### src/rtl/fifo_pkg.sv
// Shared helpers for the async FIFO pointer handlers (write and read side).
// Gray conversions and the full compare work on 32-bit zero-extended values; callers pass their own width.
package fifo_pkg;

  localparam int FIFO_PTR_WIDTH = 3;
  localparam int FIFO_DEPTH     = 1 << FIFO_PTR_WIDTH;

  function automatic logic [31:0] bin2gray(input logic [31:0] bin);
    return bin ^ (bin >> 1);
  endfunction

  function automatic logic [31:0] gray2bin(input logic [31:0] gray);
    logic [31:0] bin;
    bin = '0;
    for (int i = 0; i < 32; i++) begin
      bin[i] = ^(gray >> i);
    end
    return bin;
  endfunction

  // The writer is exactly one lap ahead when its Gray pointer equals the reader's
  // Gray pointer with the two most significant bits inverted.
  function automatic logic full_match(input logic [31:0] wgray,
                                      input logic [31:0] rgray,
                                      input int          width);
    logic [31:0] mask;
    mask = 32'd3 << (width - 2);
    return wgray == (rgray ^ mask);
  endfunction

endpackage

### src/rtl/gray2bin.sv
// Combinational Gray-to-binary converter: each binary bit is the XOR of all Gray bits at or above it.
module gray2bin #(
  parameter int WIDTH = 4
) (
  input  logic [WIDTH-1:0] gray,
  output logic [WIDTH-1:0] bin
);

  for (genvar i = 0; i < WIDTH; i++) begin : g_bit
    assign bin[i] = ^(gray >> i);
  end

endmodule

### src/rtl/wptr_handler.sv
// Write-side pointer and flag logic of the async FIFO, entirely in the wclk domain.
// full and wcount are pessimistic: they only see reads after the read pointer crosses the synchroniser.
module wptr_handler
  import fifo_pkg::*;
#(
  parameter int PTR_WIDTH    = FIFO_PTR_WIDTH,
  parameter int AFULL_THRESH = 6
) (
  input  logic                 wclk,
  input  logic                 wrst,
  input  logic                 w_en,
  input  logic [PTR_WIDTH:0]   g_rptr_sync,
  input  logic                 ovf_clr,
  output logic                 w_accept,
  output logic [PTR_WIDTH:0]   b_wptr,
  output logic [PTR_WIDTH:0]   g_wptr,
  output logic                 full,
  output logic                 almost_full,
  output logic [PTR_WIDTH:0]   wcount,
  output logic                 overflow
);

  localparam int W = PTR_WIDTH + 1;

  logic [W-1:0] wbin_next;
  logic [W-1:0] wgray_next;
  logic [W-1:0] rbin_sync;
  logic [W-1:0] cnt_next;
  logic         full_next;
  logic         afull_next;

  assign w_accept = w_en & ~full;

  gray2bin #(.WIDTH(W)) u_rptr_g2b (
    .gray (g_rptr_sync),
    .bin  (rbin_sync)
  );

  // Pointers compare rather than count increments, so a multi-step read jump is still exact.
  always_comb begin
    wbin_next  = b_wptr + {{(W-1){1'b0}}, w_accept};
    wgray_next = (wbin_next >> 1) ^ wbin_next;
    full_next  = full_match(32'(wgray_next), 32'(g_rptr_sync), W);
    cnt_next   = wbin_next - rbin_sync;
    afull_next = 32'(cnt_next) >= 32'(AFULL_THRESH);
  end

  always_ff @(posedge wclk or posedge wrst) begin
    if (wrst) begin
      b_wptr <= '0;
      g_wptr <= '0;
    end else begin
      b_wptr <= wbin_next;
      g_wptr <= wgray_next;
    end
  end

  always_ff @(posedge wclk or posedge wrst) begin
    if (wrst) begin
      full        <= 1'b0;
      almost_full <= 1'b0;
      wcount      <= '0;
    end else begin
      full        <= full_next;
      almost_full <= afull_next;
      wcount      <= cnt_next;
    end
  end

  // A rejected write beats a simultaneous clear so that no overflow event is ever lost.
  always_ff @(posedge wclk or posedge wrst) begin
    if (wrst) begin
      overflow <= 1'b0;
    end else if (w_en && full) begin
      overflow <= 1'b1;
    end else if (ovf_clr) begin
      overflow <= 1'b0;
    end
  end

endmodule

### config.mk
export PLATFORM = sky130hd
export DESIGN_NAME = wptr_handler
export DESIGN_NICKNAME = d
export VERILOG_FILES = /design/src/rtl/fifo_pkg.sv /design/src/rtl/gray2bin.sv /design/src/rtl/wptr_handler.sv
export SDC_FILE = /design/constraint.sdc
export NUM_CORES = 1
export LEC_CHECK = 0
export ABC_AREA = 1
export CAP_MARGIN = 25
export CORE_MARGIN = 2
export CORE_UTILIZATION = 30
export DETAILED_ROUTE_END_ITERATION = 7
export PLACE_DENSITY = 0.63
export SLEW_MARGIN = 10
export SYNTH_ARGS = -nofsm -noshare
export SYNTH_HDL_FRONTEND = slang
export SYNTH_HIERARCHICAL = 1
export SYNTH_SLANG_ARGS = --single-unit
### constraint.sdc
create_clock -name wclk -period 2.2 [get_ports wclk]
set_clock_uncertainty 0.15 [all_clocks]
set_input_delay 0.33 -clock wclk [delete_from_list [all_inputs] [get_ports wclk]]
set_output_delay 0.33 -clock wclk [all_outputs]
set_load 0.02 [all_outputs]
==> impl_metrics.tcl, run 1 <==
set metrics [dict create \
    initial_utilization_pct 31.0 \
    grt_pass1_vias 794 \
    placed_cell_area_um2 1220 \
    die_w_um 56.9 \
    p_comb_share_pct 68.3 \
    cts_buffers 3 \
    switching_share_pct 42.7 \
    root_buffer "clkbuf_4" \
    ir_worst_vdd_v 0.000677 \
    grt_antenna_before_repair 0 \
    yosys.area_share.adder_pct 9.82 \
    insertedDiodeCount 0 \
    timing.hold.ws_ps 227 \
    clock.fmax_ghz 0.472 \
    overflow 0 \
    yosys.area_share.simple_pct 30.4 \
    synthMuxAreaShare_pct 0 \
    cp.required_ps 1720 \
    fin_crit_ps 2120 \
    clk_latency_ps 280 \
    clkPwrFrac_pct 8.7 \
    grt_usage_pct 13.2 \
    gp_congestion 0.791 \
    nNetsFinal 167 \
    synth_xor_area_share_pct 3.12 \
    drtIter0Drc 12 \
    worstMarginPinSlew_ps 515 \
    slew_headroom_pct 65.7 \
    critical_path_arrival_ps 1640 \
    ant_nets 0 \
    maxCapViolCount 0 \
    io_buffers 23 \
    path_max_fanout 2 \
    netlist_instances 111 \
    mostFrequentLayoutCell "nand2_1" \
    crit_type "input pin to output port" \
    power_frac_seq_pct 23.0 \
    hold_class "input pin to asynchronous set/reset pin" \
    htreeDepth 1 \
    crit_path_end_kind "output port" \
    r2r-start "full" \
    finalSetupViolCount 0 \
    netlist_area_um2 841 \
    core_um2 2710 \
    utilization_pct 48.3 \
    dp_hpwl_mm 1.48 \
    post_drt_wl_per_cell_um 10.4 \
    power_mw 2.10 \
    design_area_um2 1310 \
    reg2reg_setup_slack_ps 260 \
    p_int_mw 1.20 \
    syn_area_per_cell_um2 7.57 \
    cts_tree "yes" \
    die_h_um 56.9 \
    synth_top_family_by_area "simple AND/OR/NAND/NOR gates" \
    start_kind "input pin" \
    hold_violations 0 \
    area_delta_synth_final_pct 55.8 \
    ioPinCount 24 \
    numClockSinks 14 \
    final_cell_mix "39 x nand2_1, 22 x inv_1, 22 x clkdlybuf4s50_1" \
    rr_worst_depth 8 \
    status "complete, no violations" \
    drive_above_1_share_pct 22.4 \
    viasPerCell 4.46 \
    fin_crit_sh_pct 96.3 \
    dr.pass1.iters 4 \
    fillers 273 \
    crit_end "w_accept" \
    grt_pass1_wl_mm 3.20 \
    crit_start "w_en" \
    row_count 19 \
    vias 817 \
    slew_violations 0 \
    synth_nets 125 \
    multi_input_area_um2 439 \
    power_leakage_nw 0.707 \
    clk_path_buf_depth 2 \
    p_switching_mw 0.897 \
    dieArea_um2 3240 \
    rr_endpoint "almost_full" \
    synth-warning-count 6 \
    yosys_register_bits 14 \
    ys_types 16 \
    power_density_nw_per_um2 1600 \
    ys_seq_area_share_pct 41.7 \
    register_area_um2 352 \
    drt_wl_total_mm 1.90 \
    drc 0 \
    grt_max_degree 15 \
    synth-compound-area-share_pct 2.38 \
    clkSlewWorstSetupHoldPaths_ps 80 \
]
-- layer usage --
metal	track usage (%)	wire length [um]	vias up
li1	-	-	416
met2	22.8	1010	13
met1	14.3	765	383
met3	2.04	48	5
met4	9.97	72	0
met5	0	0	-
-- flip-flops by register name, indices dropped and copies added (netlist names) --
register and count:
wcount 4, b_wptr 4, almost_full 1, full 1
overflow 1, g_wptr 3
-- critical path: stages --
cell and delay, ps:
clkdlybuf4s50_1 470, inv_1 70, nor2_4 140, clkdlybuf4s50_1 620
-- cell type report --
| class | instances | area share (%) |
|---|---|---|
| flip-flops and latches | 14 | 26.8 |
| repair buffers | 39 | 26.9 |
| multi-input cells | 71 | 33.5 |
| inverters | 24 | 6.97 |
| clock buffers | 4 | 2.77 |
| well taps | 31 | 2.96 |
-- power groups by stage --
stage               Clock [mW]  Combinational, mW  Sequential, mW
finish                   0.183               1.43           0.484
global route             0.201               1.58           0.500
CTS                      0.191               1.36           0.480
detailed placement           0               1.33           0.485
global placement             0               1.30           0.473
floorplan                    0              0.590           0.627
-- cells in the mapped netlist, drive strengths merged --
| master | count | share of area, % |
|---|---|---|
| fa | 1 | 2.4 |
| clkinv | 1 | 0.59 |
| nand2 | 44 | 21 |
| nor2 | 2 | 0.89 |
| dfrtp | 14 | 42 |
| xnor2 | 3 | 3.1 |
| o21bai | 1 | 0.89 |
| o21ai | 1 | 0.59 |
| inv | 23 | 10 |
| buf | 2 | 1.8 |
| nand3 | 11 | 7.1 |
| a21o | 1 | 0.89 |
| ha | 5 | 7.4 |
| nand4 | 2 | 1.5 |
-- stage by stage --
step,worst slack (ps),instances,setup TNS [ps]
after detailed placement,-326,178,-1020
after floorplan,16.4,111,0
final,81.5,183,0
after CTS,9.26,183,0
after global placement,-270,178,-856
after global routing,-5.93,183,-5.93
-- kinds of logic after synthesis --
logic type / count (synthesis)
AOI/OAI and AO/OA: 3
and+or+nand+nor: 59
DFF: 14
xor gates and xnor gates: 3
buffers and inverters: 26
adders and majority gates: 6
-- repair_timing --
action                     4_1_cts  5_1_grt
setup endpoints to repair        1        2
resized for setup                1        8
hold buffers                     0        0
gates cloned                     0        0
setup buffers                    1        0
pin swaps                        0        1
-- worst min-delay path by stage --
stage / startpoint / endpoint / cells past startpoint
2_1_floorplan: wrst / almost_full / 1
3_3_place_gp: overflow / overflow / 2
3_5_place_dp: overflow / overflow / 2
4_1_cts: wrst / b_wptr[3] / 2
5_1_grt: wrst / g_wptr[2] / 2
6_report: wrst / b_wptr[3] / 2
Note: power is estimated with default switching activity, not from simulation.
==> run 2, diff against run 1 <==
--- a/config.mk
+++ b/config.mk
@@ -11,7 +11,7 @@
 export CORE_UTILIZATION = 30
 export DETAILED_ROUTE_END_ITERATION = 7
 export PLACE_DENSITY = 0.63
-export SLEW_MARGIN = 10
+export SLEW_MARGIN = 20
 export SYNTH_ARGS = -nofsm -noshare
 export SYNTH_HDL_FRONTEND = slang
 export SYNTH_HIERARCHICAL = 1
==> constraint.sdc (replaced) <==
create_clock -name wclk -period 2.25 [get_ports wclk]
set_clock_uncertainty 0.15 [all_clocks]
set_input_delay 0.3375 -clock wclk [delete_from_list [all_inputs] [get_ports wclk]]
set_output_delay 0.3375 -clock wclk [all_outputs]
set_load 0.02 [all_outputs]
==> impl_metrics.tcl, run 2 (synthesis results as in run 1) <==
set metrics [dict create \
    ant_nets 0 \
    worstPathCellList "clkdlybuf4s50_1 > inv_1 > nand2_1 > nand2_2 > nand2_1 > nand2_1 > ha_1 > fa_1 > xnor2_2 > nand2_1 > nand3_1" \
    numClockSinks 14 \
    drt_wl_total_mm 1.77 \
    reg2reg_setup_slack_ps 220 \
    power_leakage_nw 0.704 \
    power_mw 1.97 \
    drc 0 \
    cts_buffers 3 \
    top_regs "b_wptr: 4 flops, wcount: 4 flops, g_wptr: 3 flops" \
    slew_violations 0 \
    post_drt_wl_per_cell_um 9.68 \
    drive_above_1_share_pct 21.1 \
    crit_end "almost_full" \
    crit_start "g_rptr_sync[3]" \
    core_um2 2710 \
    vias 819 \
    path_max_fanout 4 \
    row_count 19 \
    start_kind "input pin" \
    rr_worst_depth 8 \
    status "complete, no violations" \
    clkSlewWorstSetupHoldPaths_ps 80 \
    hold_violations 0 \
    power_density_nw_per_um2 1530 \
    die_w_um 56.9 \
    io_buffers 23 \
    htreeDepth 1 \
    fin_crit_ps 2090 \
    gp_congestion 0.762 \
    maxCapViolCount 0 \
    path_depth 11 \
    nNetsFinal 168 \
    crit_type "input pin to flip-flop" \
    min_from "w_en" \
    utilization_pct 47.6 \
    area_delta_synth_final_pct 53.4 \
    insertedDiodeCount 0 \
    fin_crit_sh_pct 92.8 \
    r2r-start "full" \
    worstMarginPinSlew_ps 519 \
    root_buffer "clkbuf_4" \
    hold_class "input pin to flip-flop" \
    rsz0062_at_grt "false" \
    cp_top_family "adder cells" \
    grt_pass1_wl_mm 2.98 \
    clk_latency_ps 270 \
    cpMostUsedCell "nand2_1" \
    die_h_um 56.9 \
    mostFrequentLayoutCell "nand2_1" \
    finalSetupViolCount 0 \
    slowest_stage "clkdlybuf4s50_1" \
    ioPinCount 24 \
    clk_path_buf_depth 2 \
    ir_worst_vdd_v 0.000620 \
    rr_endpoint "almost_full" \
    grt_pass1_vias 771 \
    overflow 0 \
    path_buf_inv 2 \
    dr.pass1.iters 4 \
    dieArea_um2 3240 \
    dp_hpwl_mm 1.44 \
    viasPerCell 4.48 \
    slew_headroom_pct 65.3 \
    cts_tree "yes" \
    critical_path_arrival_ps 2090 \
    clock.fmax_ghz 0.479 \
    final_cell_mix "40 x nand2_1, 22 x inv_1, 22 x clkdlybuf4s50_1" \
    initial_utilization_pct 31.0 \
    grt_usage_pct 11.9 \
    crit_path_end_kind "flip-flop" \
    grt_antenna_before_repair 0 \
    grt_max_degree 15 \
    cp.required_ps 2260 \
    drtIter0Drc 12 \
    cp_slowest_stage_delay_ps 520 \
    cts_hold_buf 0 \
]
==> run 2: how the worst min path moves through the flow <==
| stage | to | slack [ps] | cells past startpoint |
|---|---|---|---|
| finish | overflow | 180 | 3 |
| global route | overflow | 230 | 3 |
| CTS | g_wptr[0] | 270 | 2 |
| detailed placement | overflow | 370 | 2 |
| global placement | overflow | 360 | 2 |
| floorplan | almost_full | 80 | 1 |
==> run 2: repair_timing <==
action / 4_1_cts / 5_1_grt
endpoints found under the setup margin: 0 / 3
buffers inserted: 0 / 1
gates resized for setup: 0 / 7
==> run 2: metal layers <==
| metal | vias to the layer above | wire length [um] | global-route usage (%) | part of all wire [%] |
|---|---|---|---|---|
| li1 | 416 | - | - | - |
| met3 | 6 | 54 | 0.680 | 3.0 |
| met5 | - | 0 | 0 | 0 |
| met2 | 22 | 927 | 21.2 | 52 |
| met1 | 375 | 741 | 13.5 | 42 |
| met4 | 0 | 48 | 7.97 | 2.7 |
==> run 2: report_power, final <==
group,switching (mW),internal [mW]
Clock,0.0749,0.0620
Combinational,0.698,0.679
Sequential,0.0769,0.384
==> run 2: per-stage QoR <==
stage / cells / TNS [ps] / setup slack [ps] / hold WS (ps) / instance area, um^2
2_1_floorplan: 111 / 0 / 9.96 / 76.7 / 848
4_1_cts: 182 / 0 / 38.3 / 265 / 1240
5_1_grt: 183 / 0 / 61.4 / 229 / 1290
3_5_place_dp: 179 / -786 / -247 / 370 / 1220
3_3_place_gp: 179 / -707 / -246 / 361 / 1220
6_report: 183 / 0 / 163 / 184 / 1290
==> run 2: layout make-up <==
type                       instances  area [um^2]
sequential                        14          350
tap                               31         38.8
inverter                          24         91.3
timing repair buffer              40          360
multi-input combinational         71          427
fill                             270         1420
clock buffer                       3         22.5
==> run 2: worst register-to-register path, delay by kind of cell, from the launching register on <==
| kind | cells | cell delay, ps |
|---|---|---|
| XOR/XNOR | 1 | 160 |
| AND/OR/NAND/NOR | 3 | 190 |
| buffers and inverters | 1 | 70 |
| flip-flops | 1 | 420 |
| adder cells (fa/ha/maj) | 3 | 920 |
==> run 3, diff against run 2 <==
--- a/config.mk
+++ b/config.mk
@@ -11,6 +11,7 @@
 export CORE_UTILIZATION = 30
 export DETAILED_ROUTE_END_ITERATION = 7
 export PLACE_DENSITY = 0.63
+export SKIP_CTS_REPAIR_TIMING = 1
 export SLEW_MARGIN = 20
 export SYNTH_ARGS = -nofsm -noshare
 export SYNTH_HDL_FRONTEND = slang
==> results of run 3 <==
Same layout as run 2: the final DEF is identical, and so are final timing and power.
